### config.mk
export PLATFORM = sky130hd
export DESIGN_NAME = axi_rr_arbiter
export DESIGN_NICKNAME = d
export VERILOG_FILES = /design/src/rtl/axi_rr_arbiter.sv
export SDC_FILE = /design/constraint.sdc
export NUM_CORES = 1
export LEC_CHECK = 0
export ABC_AREA = 1
export BUFFER_PORTS_ARGS = -buffer_cell sky130_fd_sc_hd__buf_2
export CAP_MARGIN = 40
export CELL_PAD_IN_SITES_DETAIL_PLACEMENT = 0
export CELL_PAD_IN_SITES_GLOBAL_PLACEMENT = 1
export CORE_AREA = 5 5 224 226
export DETAILED_ROUTE_END_ITERATION = 12
export DIE_AREA = 0 0 229 231
export PLACE_DENSITY = 0.48
export SLEW_MARGIN = 20
export SYNTH_ARGS = -nofsm -noshare
export SYNTH_HDL_FRONTEND = slang
export SYNTH_SLANG_ARGS = --single-unit
### constraint.sdc
create_clock -name i_clock -period 2.5 [get_ports i_clock]
set_clock_uncertainty 0.05 [all_clocks]
set_input_delay 0.5 -clock i_clock [delete_from_list [all_inputs] [get_ports i_clock]]
set_output_delay 0.5 -clock i_clock [all_outputs]
set_load 0.01 [all_outputs]
### src/rtl/axi_rr_arbiter.sv
// Two-master, one-slave AXI4 arbiter. Independent read and write FSMs each
// hold a grant for a whole burst and re-arbitrate round-robin (or fixed
// priority when RR_EN=0) in their idle state.
module axi_rr_arbiter #(
  parameter bit RR_EN = 1'b1
) (
  input  logic        i_clock,
  input  logic        i_reset,
  // Master 0 read
  input  logic [31:0] i_axi_araddr0,
  input  logic        i_axi_arvalid0,
  input  logic [3:0]  i_axi_arid0,
  input  logic [7:0]  i_axi_arlen0,
  input  logic [2:0]  i_axi_arsize0,
  input  logic [1:0]  i_axi_arburst0,
  output logic        o_axi_arready0,
  output logic [31:0] o_axi_rdata0,
  output logic        o_axi_rvalid0,
  output logic [1:0]  o_axi_rresp0,
  output logic [3:0]  o_axi_rid0,
  output logic        o_axi_rlast0,
  input  logic        i_axi_rready0,
  // Master 1 read
  input  logic [31:0] i_axi_araddr1,
  input  logic        i_axi_arvalid1,
  input  logic [3:0]  i_axi_arid1,
  input  logic [7:0]  i_axi_arlen1,
  input  logic [2:0]  i_axi_arsize1,
  input  logic [1:0]  i_axi_arburst1,
  output logic        o_axi_arready1,
  output logic [31:0] o_axi_rdata1,
  output logic        o_axi_rvalid1,
  output logic [1:0]  o_axi_rresp1,
  output logic [3:0]  o_axi_rid1,
  output logic        o_axi_rlast1,
  input  logic        i_axi_rready1,
  // Master 0 write
  input  logic [31:0] i_axi_awaddr0,
  input  logic        i_axi_awvalid0,
  input  logic [3:0]  i_axi_awid0,
  input  logic [7:0]  i_axi_awlen0,
  input  logic [2:0]  i_axi_awsize0,
  input  logic [1:0]  i_axi_awburst0,
  input  logic [31:0] i_axi_wdata0,
  input  logic [3:0]  i_axi_wstrb0,
  input  logic        i_axi_wvalid0,
  input  logic        i_axi_wlast0,
  output logic        o_axi_awready0,
  output logic        o_axi_wready0,
  output logic [1:0]  o_axi_bresp0,
  output logic        o_axi_bvalid0,
  output logic [3:0]  o_axi_bid0,
  input  logic        i_axi_bready0,
  // Master 1 write
  input  logic [31:0] i_axi_awaddr1,
  input  logic        i_axi_awvalid1,
  input  logic [3:0]  i_axi_awid1,
  input  logic [7:0]  i_axi_awlen1,
  input  logic [2:0]  i_axi_awsize1,
  input  logic [1:0]  i_axi_awburst1,
  input  logic [31:0] i_axi_wdata1,
  input  logic [3:0]  i_axi_wstrb1,
  input  logic        i_axi_wvalid1,
  input  logic        i_axi_wlast1,
  output logic        o_axi_awready1,
  output logic        o_axi_wready1,
  output logic [1:0]  o_axi_bresp1,
  output logic        o_axi_bvalid1,
  output logic [3:0]  o_axi_bid1,
  input  logic        i_axi_bready1,
  // Slave side read
  output logic [31:0] o_axi_araddr,
  output logic        o_axi_arvalid,
  output logic [3:0]  o_axi_arid,
  output logic [7:0]  o_axi_arlen,
  output logic [2:0]  o_axi_arsize,
  output logic [1:0]  o_axi_arburst,
  input  logic        i_axi_arready,
  input  logic [31:0] i_axi_rdata,
  input  logic        i_axi_rvalid,
  input  logic [1:0]  i_axi_rresp,
  input  logic [3:0]  i_axi_rid,
  input  logic        i_axi_rlast,
  output logic        o_axi_rready,
  // Slave side write
  output logic [31:0] o_axi_awaddr,
  output logic        o_axi_awvalid,
  output logic [3:0]  o_axi_awid,
  output logic [7:0]  o_axi_awlen,
  output logic [2:0]  o_axi_awsize,
  output logic [1:0]  o_axi_awburst,
  input  logic        i_axi_awready,
  output logic [31:0] o_axi_wdata,
  output logic [3:0]  o_axi_wstrb,
  output logic        o_axi_wvalid,
  output logic        o_axi_wlast,
  input  logic        i_axi_wready,
  input  logic [1:0]  i_axi_bresp,
  input  logic        i_axi_bvalid,
  input  logic [3:0]  i_axi_bid,
  output logic        o_axi_bready,
  // Grant status
  output logic [1:0]  o_rd_grant,
  output logic [1:0]  o_wr_grant
);

  // State codes double as the one-hot grant encoding.
  localparam logic [1:0] R_IDLE = 2'b00;
  localparam logic [1:0] R_M0   = 2'b01;
  localparam logic [1:0] R_M1   = 2'b10;
  localparam logic [1:0] W_IDLE = 2'b00;
  localparam logic [1:0] W_M0   = 2'b01;
  localparam logic [1:0] W_M1   = 2'b10;

  logic [1:0] rd_state;
  logic [1:0] wr_state;
  logic       rd_last;
  logic       wr_last;
  logic       rd_done;
  logic       wr_done;
  logic       rd_pick0;
  logic       wr_pick0;

  // A burst ends only on the final read beat or on the write response.
  assign rd_done = i_axi_rvalid & o_axi_rready & i_axi_rlast;
  assign wr_done = i_axi_bvalid & o_axi_bready;

  // Master 0 wins when alone, on a tie with fixed priority, or when master 1
  // was granted last.
  assign rd_pick0 = i_axi_arvalid0 & (~i_axi_arvalid1 | ~RR_EN | rd_last);
  assign wr_pick0 = i_axi_awvalid0 & (~i_axi_awvalid1 | ~RR_EN | wr_last);

  // Read FSM and round-robin pointer.
  always_ff @(posedge i_clock) begin
    if (i_reset) begin
      rd_state <= R_IDLE;
      rd_last  <= 1'b1;
    end else begin
      case (rd_state)
        R_IDLE: begin
          if (rd_pick0) begin
            rd_state <= R_M0;
            rd_last  <= 1'b0;
          end else if (i_axi_arvalid1) begin
            rd_state <= R_M1;
            rd_last  <= 1'b1;
          end
        end
        R_M0, R_M1: if (rd_done) rd_state <= R_IDLE;
        default: rd_state <= R_IDLE;
      endcase
    end
  end

  // Write FSM and round-robin pointer.
  always_ff @(posedge i_clock) begin
    if (i_reset) begin
      wr_state <= W_IDLE;
      wr_last  <= 1'b1;
    end else begin
      case (wr_state)
        W_IDLE: begin
          if (wr_pick0) begin
            wr_state <= W_M0;
            wr_last  <= 1'b0;
          end else if (i_axi_awvalid1) begin
            wr_state <= W_M1;
            wr_last  <= 1'b1;
          end
        end
        W_M0, W_M1: if (wr_done) wr_state <= W_IDLE;
        default: wr_state <= W_IDLE;
      endcase
    end
  end

  assign o_rd_grant = rd_state;
  assign o_wr_grant = wr_state;

  // Read routing: owner's AR/rready go to the slave, R goes to the owner only.
  always_comb begin
    o_axi_araddr   = '0;
    o_axi_arvalid  = 1'b0;
    o_axi_arid     = '0;
    o_axi_arlen    = '0;
    o_axi_arsize   = '0;
    o_axi_arburst  = '0;
    o_axi_rready   = 1'b0;
    o_axi_arready0 = 1'b0;
    o_axi_rdata0   = '0;
    o_axi_rvalid0  = 1'b0;
    o_axi_rresp0   = '0;
    o_axi_rid0     = '0;
    o_axi_rlast0   = 1'b0;
    o_axi_arready1 = 1'b0;
    o_axi_rdata1   = '0;
    o_axi_rvalid1  = 1'b0;
    o_axi_rresp1   = '0;
    o_axi_rid1     = '0;
    o_axi_rlast1   = 1'b0;
    case (rd_state)
      R_M0: begin
        o_axi_araddr   = i_axi_araddr0;
        o_axi_arvalid  = i_axi_arvalid0;
        o_axi_arid     = i_axi_arid0;
        o_axi_arlen    = i_axi_arlen0;
        o_axi_arsize   = i_axi_arsize0;
        o_axi_arburst  = i_axi_arburst0;
        o_axi_rready   = i_axi_rready0;
        o_axi_arready0 = i_axi_arready;
        o_axi_rdata0   = i_axi_rdata;
        o_axi_rvalid0  = i_axi_rvalid;
        o_axi_rresp0   = i_axi_rresp;
        o_axi_rid0     = i_axi_rid;
        o_axi_rlast0   = i_axi_rlast;
      end
      R_M1: begin
        o_axi_araddr   = i_axi_araddr1;
        o_axi_arvalid  = i_axi_arvalid1;
        o_axi_arid     = i_axi_arid1;
        o_axi_arlen    = i_axi_arlen1;
        o_axi_arsize   = i_axi_arsize1;
        o_axi_arburst  = i_axi_arburst1;
        o_axi_rready   = i_axi_rready1;
        o_axi_arready1 = i_axi_arready;
        o_axi_rdata1   = i_axi_rdata;
        o_axi_rvalid1  = i_axi_rvalid;
        o_axi_rresp1   = i_axi_rresp;
        o_axi_rid1     = i_axi_rid;
        o_axi_rlast1   = i_axi_rlast;
      end
      default: ;
    endcase
  end

  // Write routing: owner's AW/W/bready go to the slave, B goes to the owner only.
  always_comb begin
    o_axi_awaddr   = '0;
    o_axi_awvalid  = 1'b0;
    o_axi_awid     = '0;
    o_axi_awlen    = '0;
    o_axi_awsize   = '0;
    o_axi_awburst  = '0;
    o_axi_wdata    = '0;
    o_axi_wstrb    = '0;
    o_axi_wvalid   = 1'b0;
    o_axi_wlast    = 1'b0;
    o_axi_bready   = 1'b0;
    o_axi_awready0 = 1'b0;
    o_axi_wready0  = 1'b0;
    o_axi_bresp0   = '0;
    o_axi_bvalid0  = 1'b0;
    o_axi_bid0     = '0;
    o_axi_awready1 = 1'b0;
    o_axi_wready1  = 1'b0;
    o_axi_bresp1   = '0;
    o_axi_bvalid1  = 1'b0;
    o_axi_bid1     = '0;
    case (wr_state)
      W_M0: begin
        o_axi_awaddr   = i_axi_awaddr0;
        o_axi_awvalid  = i_axi_awvalid0;
        o_axi_awid     = i_axi_awid0;
        o_axi_awlen    = i_axi_awlen0;
        o_axi_awsize   = i_axi_awsize0;
        o_axi_awburst  = i_axi_awburst0;
        o_axi_wdata    = i_axi_wdata0;
        o_axi_wstrb    = i_axi_wstrb0;
        o_axi_wvalid   = i_axi_wvalid0;
        o_axi_wlast    = i_axi_wlast0;
        o_axi_bready   = i_axi_bready0;
        o_axi_awready0 = i_axi_awready;
        o_axi_wready0  = i_axi_wready;
        o_axi_bresp0   = i_axi_bresp;
        o_axi_bvalid0  = i_axi_bvalid;
        o_axi_bid0     = i_axi_bid;
      end
      W_M1: begin
        o_axi_awaddr   = i_axi_awaddr1;
        o_axi_awvalid  = i_axi_awvalid1;
        o_axi_awid     = i_axi_awid1;
        o_axi_awlen    = i_axi_awlen1;
        o_axi_awsize   = i_axi_awsize1;
        o_axi_awburst  = i_axi_awburst1;
        o_axi_wdata    = i_axi_wdata1;
        o_axi_wstrb    = i_axi_wstrb1;
        o_axi_wvalid   = i_axi_wvalid1;
        o_axi_wlast    = i_axi_wlast1;
        o_axi_bready   = i_axi_bready1;
        o_axi_awready1 = i_axi_awready;
        o_axi_wready1  = i_axi_wready;
        o_axi_bresp1   = i_axi_bresp;
        o_axi_bvalid1  = i_axi_bvalid;
        o_axi_bid1     = i_axi_bid;
      end
      default: ;
    endcase
  end

endmodule

==> impl_results.md <==
- Initial Utilization: under 10%
- Max-cap violations: 0
- CTS tree: built
- Critical Path Fanout Max: slightly above 50
- First-pass GRT wire length: 38300 um
- Switching fraction of total power: between 50% and 60%
- GR Util All Layers: 9.11%
- Final TNS setup: 0 ns
- Initial drt markers: 168
- CTS clock-pin slew for the worst setup and hold paths: about 0.04 ns
- WL/cell: 14.2 um
- Synth top area cells: nand2_1 (44%), a21oi_1 (21%), inv_1 (12%), buf_2 (5.0%), dfxtp_1 (3.7%)
- Synth Area per Inst: 4.48 um2
- CP Capture Type: primary output
- Setup ws final: 0.101 ns
- Critical path's top delay family: buffers and inverters
- Cell count after synthesis: 735
- Layout area overhead: 115%
- Worst min path class: reg -> reg
- Number of synthesized register bits: 6
- Crit-path cells: inv_1, ha_1, clkinv_1, buf_12, a21oi_1, buf_2
- Die area: 52900 um2
- IO Pins: 576
- Worst EP arrival: 1.85 ns
- First-pass DRT Iterations: 5
- Final net count: 1629
- H-tree depth reported by CTS: 1
- Fin area: 7090 um2
- CP startpoint kind: flip-flop
- GPL Wtd Cong: 0.775
- Static leakage: roughly 4.4 nW
- Site row count: 81
- Gr ovfl total: 0
- Max incr delay on CP: 0.43 ns
- Post-synth top area cell: nand2_1
- Pwr Density: 475 nW/um2
- RSZ-0062 raised after global routing: no
- Clk root buf: clkbuf_16
- Core Footprint: 48100 um2
- Initial antenna violation count: 16
- Mapped Area: 3290 um2
- Cell depth of the worst flop-to-flop path: 10
- Vias in the first global route: 6821
- Period Utilization, post-route: between 90% and 100%
- Logic pwr share: 88.0%
- Clock latency on the worst-skew pair: 0.23 ns
- Synth top area share: a little over two fifths
- Hold path endpoint: wr_last
- R2R Path Start: o_rd_grant[0]
- Reg-to-reg setup timing slack: 0.69 ns
- Via count: 6647
- Least-Margin Pin Slew: 0.404 ns
- Post-Syn Nets: 1073
- Internal power: 1.42 mW
- Peak supply drop: approximately 250 uV
- Relative slew slack: about three quarters
- Dpl hpwl: 23400 um
- Die height: between 200 and 250 um
- Async SR Flop Fraction: 0%
- Clock buffer depth: 2
- Distinct cells, synth: 17
- Die width: 229 um
- Part of the power in registers: 4.2%
- Synth top cells by count: nand2_1 (385), a21oi_1 (135), inv_1 (109), buf_2 (33), nand2_2 (12)
- DRC: 0
- Worst Path Required: between 1.5 and 2 ns
- Fraction of layout cells with a size suffix above 1: 49.7%
- Worst hold start: wr_last
- Min Tclk post-route: 2.40 ns
- Setup violators final: 0
- Slew Limit Fails: 0
- FMAX: around 0.42 GHz
- Hold Crit Depth: 2
- Ys Warns: 0
- NetSw: 1.94 mW
- Post-synth EDFFs: 0
- TritonCTS Buffers: 3
- CP bufs+invs: 4
- Placed Area: about 7000 um2
- Pre-CTS WS: 0.0473 ns
- Critical path class: reg -> out
- Most common flop cell mapped by yosys: dfxtp_1
- Sequential area share after synthesis: 3.65%
- Antenna Violating Nets Remaining: 0
- Most frequent cell after synthesis: nand2_1
- Largest net degree at the start of global routing: 67
- Worst r2r dst: o_rd_grant[1]
- Hold_buf cts: 0
- IO buf count: between 500 and 600
- Slowest-stage cell, CP: dfxtp_1
- Clk pwr share: 7.8%
- CTS sink count: 6
- Final WL: roughly 27000 um
- Post-layout power: 3.37 mW
- Via density: 3.47
- Fin. Hold Viols: 0
- Outcome: complete, no violations
[cells by family (layout without fill, tap and decap cells)]
family                   count (synthesis)  count (layout)  synth area share (%)
adder cells (fa/ha/maj)                  6               6                  2.28
flip-flops                               6               6                  3.65
other                                    0               4                     0
buffers and inverters                  167             721                  22.8
AND/OR/NAND/NOR                        408             408                  47.6
AO/OA/AOI/OAI                          148             148                  23.6
[layout make-up]
cell class,instances,area [um2]
diodes,4,10.0
multi-input cells,562,2490
fillers,5713,41000
inverters,111,422
repair inverters,2,10.0
well taps,622,778
flip-flops and latches,6,120
clock buffers,3,75.1
repair buffers,605,3180
[how the worst max path moves through the flow]
stage                            end  cells after the start     startpoint  slack [ns]
floorplan           o_axi_awaddr[21]                      6  o_wr_grant[0]        0.60
global placement      o_axi_wdata[6]                      6  o_wr_grant[0]        0.08
detailed placement    o_axi_wdata[6]                      6  o_wr_grant[0]        0.05
CTS                  o_axi_araddr[2]                      6  o_rd_grant[0]        0.02
global route            o_axi_rready                      6  o_rd_grant[0]       0.003
finish              o_axi_araddr[24]                      6  o_rd_grant[0]        0.10
[worst reg2reg max path, stage by stage (launching register included)]
cell	delay, ns
dfxtp_1	0.36
inv_1	0.14
ha_4	0.33
buf_4	0.29
nand2_1	0.11
nand2_1	0.08
nand2_1	0.05
nand2_1	0.09
nand2_1	0.08
nand2_1	0.06
a21oi_1	0.06
[cells in the final DEF, fill, tap and decap left out]
cell type	netlist	routed
nand2_1	385	385
a21oi_1	135	132
nor2_1	7	7
o21ai_0	3	3
clkinv_2	0	2
clkbuf_16	0	3
buf_12	0	6
ha_1	6	1
dfxtp_1	6	6
a21oi_2	10	13
buf_2	33	575
ha_4	0	5
buf_6	8	1
inv_1	109	109
nand3_1	4	4
buf_4	3	23
nand2_2	12	12
diode_2	0	4
clkinv_1	1	1
clkinv_4	0	1
[stage by stage]
step,util [%],std cells,hold WS [ns]
floorplan,-,735,0.376
finish,14.7,1915,0.404
detailed placement,14.4,1901,0.403
global placement,14.4,1901,0.402
CTS,14.6,1904,0.409
global route,14.7,1913,0.432
[state kept, by name (all words and copies together), names as in the netlist]
name        cells
o_rd_grant      2
wr_last         1
rd_last         1
o_wr_grant      2
[routing by layer]
metal | part of all wire, % | up-vias | GRT usage [%]
met2 | 52 | 370 | 17.6
met1 | 35 | 2902 | 9.03
met5 | 0.50 | - | 0
li1 | - | 3311 | -
met3 | 10 | 44 | 3.95
met4 | 1.9 | 20 | 1.94
[repair_timing]
item                                    CTS  global route
resized for setup                         2             5
setup buffers                             0             5
endpoints found under the setup margin   31            10
gates cloned                              0             2
pin swaps                                 0             0
[power groups by stage]
| stage | Combinational [mW] | Sequential, mW | Clock (mW) |
|---|---|---|---|
| 6_report | 2.96 | 0.140 | 0.264 |
| 5_1_grt | 3.31 | 0.143 | 0.284 |
| 3_5_place_dp | 2.93 | 0.142 | 0 |
| 2_1_floorplan | 1.60 | 0.145 | 0 |
| 3_3_place_gp | 2.95 | 0.142 | 0 |
| 4_1_cts | 2.95 | 0.141 | 0.273 |
(Power assumes the default switching activity.)
